## src/rtl/xport_pkg.sv

```systemverilog
// Shared widths for the CPU-writable transport registers and their consumers.
package xport_pkg;
    localparam int PWM_WIDTH    = 16;
    localparam int PWM_PS_WIDTH = 8;
endpackage

```

## src/rtl/sync_stable16.sv

```systemverilog
// Captures a bus-written register value into the clock domain.
// The value is taken only after two consecutive samples agree, so that a
// multi-bit value caught while it is changing can never reach the output.
module sync_stable16
    import xport_pkg::*;
#(
    parameter int W = PWM_WIDTH
) (
    input  logic         Clk,
    input  logic         Reset,
    input  logic [W-1:0] In,
    output logic [W-1:0] Out
);

    logic [W-1:0] syncA;
    logic [W-1:0] syncB;

    // Two-stage sample, then update the stable copy only when both stages match.
    always_ff @(posedge Clk or posedge Reset) begin
        if (Reset) begin
            syncA <= '0;
            syncB <= '0;
            Out   <= '0;
        end else begin
            syncA <= In;
            syncB <= syncA;
            if (syncA == syncB) begin
                Out <= syncB;
            end
        end
    end

endmodule

```

## src/rtl/pwm_gen16.sv

```systemverilog
// Single-channel PWM generator.
// Period and duty are captured through stability filters, held in shadow
// registers, and only reloaded into the shadows at a counter wrap so a pulse
// never changes width partway through a cycle.
module pwm_gen16
    import xport_pkg::*;
#(
    parameter int WIDTH    = PWM_WIDTH,
    parameter int PS_WIDTH = PWM_PS_WIDTH
) (
    input  logic                Clk,
    input  logic                Reset,
    input  logic                Enable,
    input  logic [WIDTH-1:0]    Period,
    input  logic [WIDTH-1:0]    Duty,
    input  logic [PS_WIDTH-1:0] Prescale,
    input  logic                Polarity,
    output logic                PwmOut,
    output logic                PeriodTick,
    output logic [WIDTH-1:0]    Count
);

    logic [WIDTH-1:0]    stablePeriod;
    logic [WIDTH-1:0]    stableDuty;
    logic [WIDTH-1:0]    shPeriod;
    logic [WIDTH-1:0]    shDuty;
    logic [PS_WIDTH-1:0] psCnt;
    logic                tick;
    logic                wrap;

    sync_stable16 #(.W(WIDTH)) uSyncPeriod (
        .Clk   (Clk),
        .Reset (Reset),
        .In    (Period),
        .Out   (stablePeriod)
    );

    sync_stable16 #(.W(WIDTH)) uSyncDuty (
        .Clk   (Clk),
        .Reset (Reset),
        .In    (Duty),
        .Out   (stableDuty)
    );

    // Lowering Prescale below psCnt simply lets psCnt run round through all ones.
    assign tick = Enable && (psCnt == Prescale);
    assign wrap = tick && (Count >= shPeriod);

    // Prescaler: counts clocks up to Prescale, then restarts with a tick.
    always_ff @(posedge Clk or posedge Reset) begin
        if (Reset) begin
            psCnt <= '0;
        end else if (!Enable || tick) begin
            psCnt <= '0;
        end else begin
            psCnt <= psCnt + 1'b1;
        end
    end

    // Period counter and shadow reload; shadows follow the inputs while idle.
    always_ff @(posedge Clk or posedge Reset) begin
        if (Reset) begin
            Count      <= '0;
            PeriodTick <= 1'b0;
            shPeriod   <= '0;
            shDuty     <= '0;
        end else if (!Enable) begin
            Count      <= '0;
            PeriodTick <= 1'b0;
            shPeriod   <= stablePeriod;
            shDuty     <= stableDuty;
        end else begin
            PeriodTick <= wrap;
            if (wrap) begin
                Count    <= '0;
                shPeriod <= stablePeriod;
                shDuty   <= stableDuty;
            end else if (tick) begin
                Count <= Count + 1'b1;
            end
        end
    end

    // Registered output; polarity applies immediately, not at a boundary.
    always_ff @(posedge Clk or posedge Reset) begin
        if (Reset) begin
            PwmOut <= 1'b0;
        end else if (!Enable) begin
            PwmOut <= Polarity;
        end else begin
            PwmOut <= (Count < shDuty) ^ Polarity;
        end
    end

endmodule
```

## config.mk

```make
export PLATFORM = sky130hd
export DESIGN_NAME = pwm_gen16
export DESIGN_NICKNAME = d
export VERILOG_FILES = /design/src/rtl/xport_pkg.sv /design/src/rtl/sync_stable16.sv /design/src/rtl/pwm_gen16.sv
export SDC_FILE = /design/constraint.sdc
export NUM_CORES = 1
export LEC_CHECK = 0
export CELL_PAD_IN_SITES_DETAIL_PLACEMENT = 1
export CELL_PAD_IN_SITES_GLOBAL_PLACEMENT = 1
export CORE_ASPECT_RATIO = 1.1
export CORE_MARGIN = 8
export CORE_UTILIZATION = 50
export DETAILED_ROUTE_END_ITERATION = 7
export HOLD_SLACK_MARGIN = 0.05
export PLACE_DENSITY = 0.91
export REMOVE_ABC_BUFFERS = 1
export SYNTH_ARGS = -nofsm -noshare
export SYNTH_HDL_FRONTEND = slang
export SYNTH_HIERARCHICAL = 1
export SYNTH_SLANG_ARGS = --single-unit
```

## constraint.sdc

```tcl
create_clock -name Clk -period 4.58 [get_ports Clk]
set_input_delay 1.374 -clock Clk [delete_from_list [all_inputs] [get_ports Clk]]
set_output_delay 1.374 -clock Clk [all_outputs]
set_load 0.01 [all_outputs]
```

==> results of run 1 <==
-- critical path: cells and delay by family --
kind	cells	cell delay (ns)
buffers and inverters	2	0.83
and+or+nand+nor	1	0.23
muxes	1	0.35
AOI/OAI and AO/OA	2	0.66
xor gates and xnor gates	1	0.22
-- layout make-up --
class                   instances  share of cell area, %
well taps                     161                   2.52
inverters                      38                   1.79
clock inverters                10                   1.22
clock buffers                  20                   5.47
flip-flops and latches        154                   48.3
multi-input cells             294                   32.6
repair buffers                 66                   8.12
-- registers in the layout, summed over array words and instances (netlist names) --
name	flops
Count	16
shDuty	16
shPeriod	16
uSyncDuty/Out	16
uSyncDuty/syncA	16
uSyncDuty/syncB	16
uSyncPeriod/Out	16
uSyncPeriod/syncA	16
uSyncPeriod/syncB	16
psCnt	8
PeriodTick	1
PwmOut	1
-- metal layers --
| layer | up-vias | global-route usage [%] | share of wire, % |
|---|---|---|---|
| met3 | 53 | 5.03 | 4.7 |
| met4 | 0 | 11.4 | 3.8 |
| met1 | 2135 | 23.8 | 41 |
| li1 | 1865 | - | - |
| met2 | 141 | 35.1 | 50 |
| met5 | - | 0 | 0 |
-- through the flow --
stage / area (um2) / hold WS [ns]
after floorplan: 6600 / 0.372
after global placement: 7450 / 0.376
after detailed placement: 7450 / 0.380
after CTS: 7990 / 0.392
after global routing: 7990 / 0.403
final: 7990 / 0.391
-- kinds of logic after synthesis --
logic type,after synthesis
flops,154
fa+ha+maj,33
mux,64
compound gates,46
xor+xnor,54
simple gates,97
buf+inv,48
-- worst paths after layout --
check,slack (ns),to,cells past startpoint,from
max in group asynchronous,2.25,Count[6]$_DFFE_PP0P_,3,Reset
hold / removal,0.39,uSyncPeriod/syncB[4]$_DFF_PP0_,0,uSyncPeriod/syncA[4]$_DFF_PP0_
setup reg to reg,1.50,shPeriod[0]$_DFFE_PP0P_,8,Count[14]$_DFFE_PP0P_
setup / recovery,1.21,shPeriod[0]$_DFFE_PP0P_,7,Prescale[3]
min in group asynchronous,1.43,uSyncPeriod/syncB[8]$_DFF_PP0_,2,Reset
hold reg to reg,0.39,uSyncPeriod/syncB[4]$_DFF_PP0_,0,uSyncPeriod/syncA[4]$_DFF_PP0_
-- where the power goes --
group / switching [mW] / internal, mW
sequential: 0.0285 / 1.39
combinational: 0.0705 / 0.0640
clock: 0.549 / 0.743
total: 0.648 / 2.20
-- cells in the final DEF (no fill, tap or decap), types with 3 or more instances in the layout --
cell,n
ha_1,33
a211oi_1,3
mux2_2,19
buf_4,5
o21ai_0,8
and3_1,4
and4_1,3
inv_1,35
clkdlybuf4s50_1,61
nand4_1,12
a31oi_1,3
or3_1,4
nor2_1,21
mux2_4,45
o211ai_1,4
nand3_1,13
xnor2_1,13
nand2_1,16
xor2_1,41
nor4_1,7
clkbuf_1,3
dfrtp_1,154
nor3_1,4
clkinvlp_4,3
clkbuf_16,17
a21oi_1,15
==> summary.md, run 1 <==
| Metric | Value |
|---|---|
| Die area | `0.0174 mm2` |
| Synth top area cells | `dfrtp_1 57%, mux2_4 10%, ha_1 6.1%` |
| Rows | `44` |
| Max rail drop VDD | `213 uV` |
| Worst EP required | `4.88 ns` |
| Grt ovf | `0` |
| Pin count of the biggest net entering global routing | `49` |
| RD Place Congestion | `0.889` |
| Max-Slew Margin vs Limit | `32.6%` |
| Post-DP HPWL | `11200 um` |
| Largest fanout on the critical path | `16` |
| First DRT Iteration DRCs | `271` |
| Max Clk Rate | `296 MHz` |
| Boundary Pins | `62` |
| Post-synthesis cell type count | `43` |
| Final worst-path cycle share | `73.6%` |
| Post-layout util | `60.7%` |
| Hold Path Class | `reg -> reg` |
| Fin crit period | `3.37 ns` |
| Startpoint types | `primary input` |
| Post-route DRC violation count | `0` |
| Final slew viol count | `0` |
| Die H | `138 um` |
| Detailed Routing Iterations Pass 1 | `4` |
| Arrival time of the worst setup path | `3.67 ns` |
| Mux cell area share after synthesis | `13.2%` |
| Clk buf depth | `2` |
| Synth Register Bits | `154` |
| Vias in the first global route | `4915` |
| Post-CTS setup buffers | `0` |
| Total Routing Usage GR | `20.7%` |
| RSZ-0062 raised after global routing | `no` |
| Share of layout cells above drive strength 1 | `18.6%` |
| Avg WL per Cell | `22.6 um` |
| Post-DRT Antenna Nets | `0` |
| Setup CP Type | `in -> reg` |
| Diode count | `0` |
| Commonest cells in the netlist | `154 x dfrtp_1, 45 x mux2_4, 41 x xor2_1` |
| CP peak stage delay | `0.45 ns` |
| Status | `finished clean` |
| Synth Area in Adders | `6.15%` |
| Mapped Cells | `496` |
| Hold_buf cts | `0` |
| Post-Route WL | `16800 um` |
| Clock sink count | `154` |
| CTS tree | `built` |
| Worst slack at placement | `0.782 ns` |
| P_leak | `3.72 nW` |
| Vias per cell | `5.64` |
| Setup Viol. Count Final | `0` |
| CP Cell Sequence | `clkdlybuf4s50_1 > xnor2_1 > nand4_1 > o21ai_2 > o31a_2 > buf_4 > mux2_4` |
| Count leader, synth | `dfrtp_1` |
| Initial Utilization | `51.1%` |
| Cts repair resizes | `0` |
| Post-route setup TNS | `0 ns` |
| Endpoints failing hold | `0` |
| PwrDens | `357 mW/mm2` |
| First-pass GRT wire length | `27200 um` |
| XOR/XNOR share of the synthesized area | `7.04%` |
| Max-cap violations | `0` |
| Worst Setup End Kind | `register` |
| Cell taking the most area after synthesis | `dfrtp_1` |
| CTS HTree Levels | `4` |
| Worst-Margin Slew | `1.01 ns` |
| EDFF count, synth | `0` |
| Post-synthesis cell area | `0.00672 mm2` |
| Total power | `2.85 mW` |
| Main combinational cell family by area after synthesis | `multiplexers` |
| Clock buffer count from CTS | `17` |
| Top-area cell type share of the netlist area | `57.4%` |
| Post-synthesis compound-gate area fraction | `4.47%` |
| Seq/Total Area, Yosys | `57.4%` |
| Fillers | `1291` |
| Worst Skew | `0.00784 ns` |
| Vias | `4194` |
| Area taken by multi-input logic gates | `0.00261 mm2` |
| Die extent in x | `127 um` |
| Area Growth Syn to Fin | `18.8%` |
| Initial antenna violation count | `0` |
| Post-Layout Cell Count | `743` |
| Warnings from Yosys | `6` |
| Slowest CP cell | `o31a_2` |
| Clk_lat worst skew | `0.42 ns` |
| FF+latch area | `0.00385 mm2` |
| Core area | `0.0132 mm2` |
| Async set-reset flop share out of synthesis | `100%` |
| Setup ws final | `1.21 ns` |
| Syn avg cell area | `13.5 um2` |
| Synth Area in Simple Gates | `7.86%` |
| Dpl cells | `713` |
| Reg clk slew, reported paths | `0.06 ns` |
| Root Buffer | `clkbuf_16` |
| I/O Buffers | `61` |
| Ys flop type | `dfrtp_1` |
| Final #Nets | `648` |
Power figures use the tool's default switching activity.
==> run 2: changes to the inputs <==
- CORE_UTILIZATION: 50 -> 43
- PLACE_DENSITY: 0.91 -> 0.84
- clock period: 4.58 -> 2.9 ns (I/O delays scaled with it)
==> summary.md, run 2 (synthesized netlist as in run 1, its figures left out) <==
| Metric | Value |
|---|---|
| Status | `finished clean` |
| Final slew viol count | `0` |
| Rows | `48` |
| Avg WL per Cell | `20.6 um` |
| Slowest CP cell | `dfrtp_1` |
| Clk buf depth | `2` |
| Hold Crit Start | `uSyncDuty/syncA[14]$_DFF_PP0_` |
| Hold_buf cts | `0` |
| Post-DRT Antenna Nets | `0` |
| Share of layout cells above drive strength 1 | `20.6%` |
| WHS Endpoint | `uSyncDuty/syncB[14]$_DFF_PP0_` |
| Total power | `4.77 mW` |
| Post-DP HPWL | `11700 um` |
| Reg-to-reg setup timing slack | `0.20 ns` |
| Cts repair resizes | `0` |
| Post-CTS setup buffers | `0` |
| Grt ovf | `0` |
| Diode count | `0` |
| Worst-Margin Slew | `0.654 ns` |
| Final worst-path cycle share | `93.3%` |
| Die H | `147 um` |
| Vias in the first global route | `4977` |
| Arrival time of the worst setup path | `3.02 ns` |
| Worst Setup End Kind | `register` |
| Total Routing Usage GR | `17.6%` |
| Detailed Routing Iterations Pass 1 | `4` |
| Initial Utilization | `43.4%` |
| Worst EP required | `3.21 ns` |
| Die extent in x | `135 um` |
| Highest routed layer | `met4` |
| Pin count of the biggest net entering global routing | `49` |
| Worst hold stages | `0` |
| Worst r2r path cells | `8` |
| Post-DP Area | `0.00764 mm2` |
| Commonest cells after routing, fill and taps aside | `154 x dfrtp_1, 61 x clkdlybuf4s50_1, 45 x mux2_4` |
| Fillers | `1574` |
| Met3 wire length | `753 um` |
| Max rail drop VDD | `380 uV` |
| RD Place Congestion | `0.823` |
| Worst reg2reg startpoint | `Count[15]$_DFFE_PP0P_` |
| Max Clk Rate | `370 MHz` |
| Initial antenna violation count | `0` |
| Max-cap violations | `0` |
| Final #Nets | `662` |
| Vias per cell | `5.24` |
| Commonest non-fill, non-tap cell in the layout | `dfrtp_1` |
| CP Cell Sequence | `ha_1 > nand4_1 > a2111oi_2 > o21ai_1 > a31oi_1 > o31a_2 > buf_12 > mux2_2` |
| CP bufs+invs | `1` |
| Clock buffer count from CTS | `17` |
| Setup Viol. Count Final | `0` |
| P_leak | `3.85 nW` |
| Core area | `0.0155 mm2` |
| Fin crit period | `2.70 ns` |
| Reg clk slew, reported paths | `0.06 ns` |
| Boundary Pins | `62` |
| Hold Path Class | `reg -> reg` |
| First-pass GRT wire length | `27000 um` |
| Max-Slew Margin vs Limit | `56.3%` |
| Vias | `4177` |
| Post-route cell area | `0.00826 mm2` |
| Die area | `0.0199 mm2` |
| CTS HTree Levels | `4` |
| Largest fanout on the critical path | `29` |
| Setup CP Type | `reg -> reg` |
| Met1 Wirelength | `6540 um` |
| I/O Buffers | `61` |
| RSZ-0062 raised after global routing | `no` |
| Post-Route WL | `16400 um` |
| Worst Skew | `0.00827 ns` |
| PwrDens | `578 mW/mm2` |
| Clk_lat worst skew | `0.43 ns` |
| Endpoints failing hold | `0` |
| Startpoint types | `register` |
| CP peak stage delay | `0.48 ns` |
| Family with the most delay on the worst path | `compound AO/OA/AOI/OAI gates` |
| Clock sink count | `154` |
| Post-route DRC violation count | `0` |
| Wire length on met2 | `8580 um` |
| CTS tree | `built` |
| Critical R2R Capture | `shDuty[11]$_DFFE_PP0P_` |
| First DRT Iteration DRCs | `310` |
| Root Buffer | `clkbuf_16` |
| Area Growth Syn to Fin | `22.9%` |
[run 2: per-stage QoR]
step	std cells	TNS [ns]	util, %	hold WS [ns]	setup slack [ns]
after floorplan	486	-31.20	-	0.372	-0.813
after global placement	766	0	49.3	0.378	0.141
after detailed placement	766	-0.289	49.3	0.383	-0.0489
after CTS	797	0	53.3	0.396	0.189
after global routing	797	0	53.3	0.403	0.0529
final	797	0	53.3	0.391	0.195
[run 2: area by class of cell]
| type | instances | area (um2) | area share, % |
|---|---|---|---|
| clock inverters | 5 | 106 | 1.29 |
| inverters | 38 | 143 | 1.73 |
| repair buffers | 80 | 791 | 9.58 |
| multi-input cells | 294 | 2610 | 31.5 |
| well taps | 200 | 250 | 3.03 |
| clock buffers | 26 | 509 | 6.17 |
| flip-flops and latches | 154 | 3850 | 46.7 |
[run 2: worst max-delay path by stage]
stage | startpoint | end | slack, ns | cells after the start
finish | Count[15]$_DFFE_PP0P_ | shDuty[11]$_DFFE_PP0P_ | 0.20 | 8
CTS | Count[15]$_DFFE_PP0P_ | shDuty[8]$_DFFE_PP0P_ | 0.19 | 8
global placement | Prescale[5] | shDuty[12]$_DFFE_PP0P_ | 0.14 | 7
detailed placement | Prescale[5] | shDuty[11]$_DFFE_PP0P_ | -0.05 | 7
global route | Count[15]$_DFFE_PP0P_ | shDuty[12]$_DFFE_PP0P_ | 0.05 | 8
floorplan | Prescale[5] | shDuty[10]$_DFFE_PP0P_ | -0.81 | 5
[run 2: report_power, final]
part | switching [mW] | leakage, nW | internal, mW
clock | 0.844 | 0.297 | 1.47
combinational | 0.112 | 1.56 | 0.110
sequential | 0.0407 | 2.00 | 2.20
total | 0.996 | 3.85 | 3.78
[run 2: worst register-to-register path: stages (launching register included)]
cell and delay [ns]:
dfrtp_1 0.48, ha_1 0.38, nand4_1 0.15, a2111oi_2 0.39, o21ai_1 0.13, a31oi_1 0.23
o31a_2 0.23, buf_12 0.21, mux2_2 0.38
[run 2: per-layer routing]
layer  global-route usage (%)  vias to the layer above
li1                         -                     1901
met1                     19.7                     2113
met2                     30.4                      119
met3                     4.99                       44
met4                     8.17                        0
met5                        0                        -
==> run 3: changes to the inputs <==
- SKIP_CTS_REPAIR_TIMING: default -> 1
==> results of run 3 <==
Final layout, timing and power as in run 2 (identical DEF).
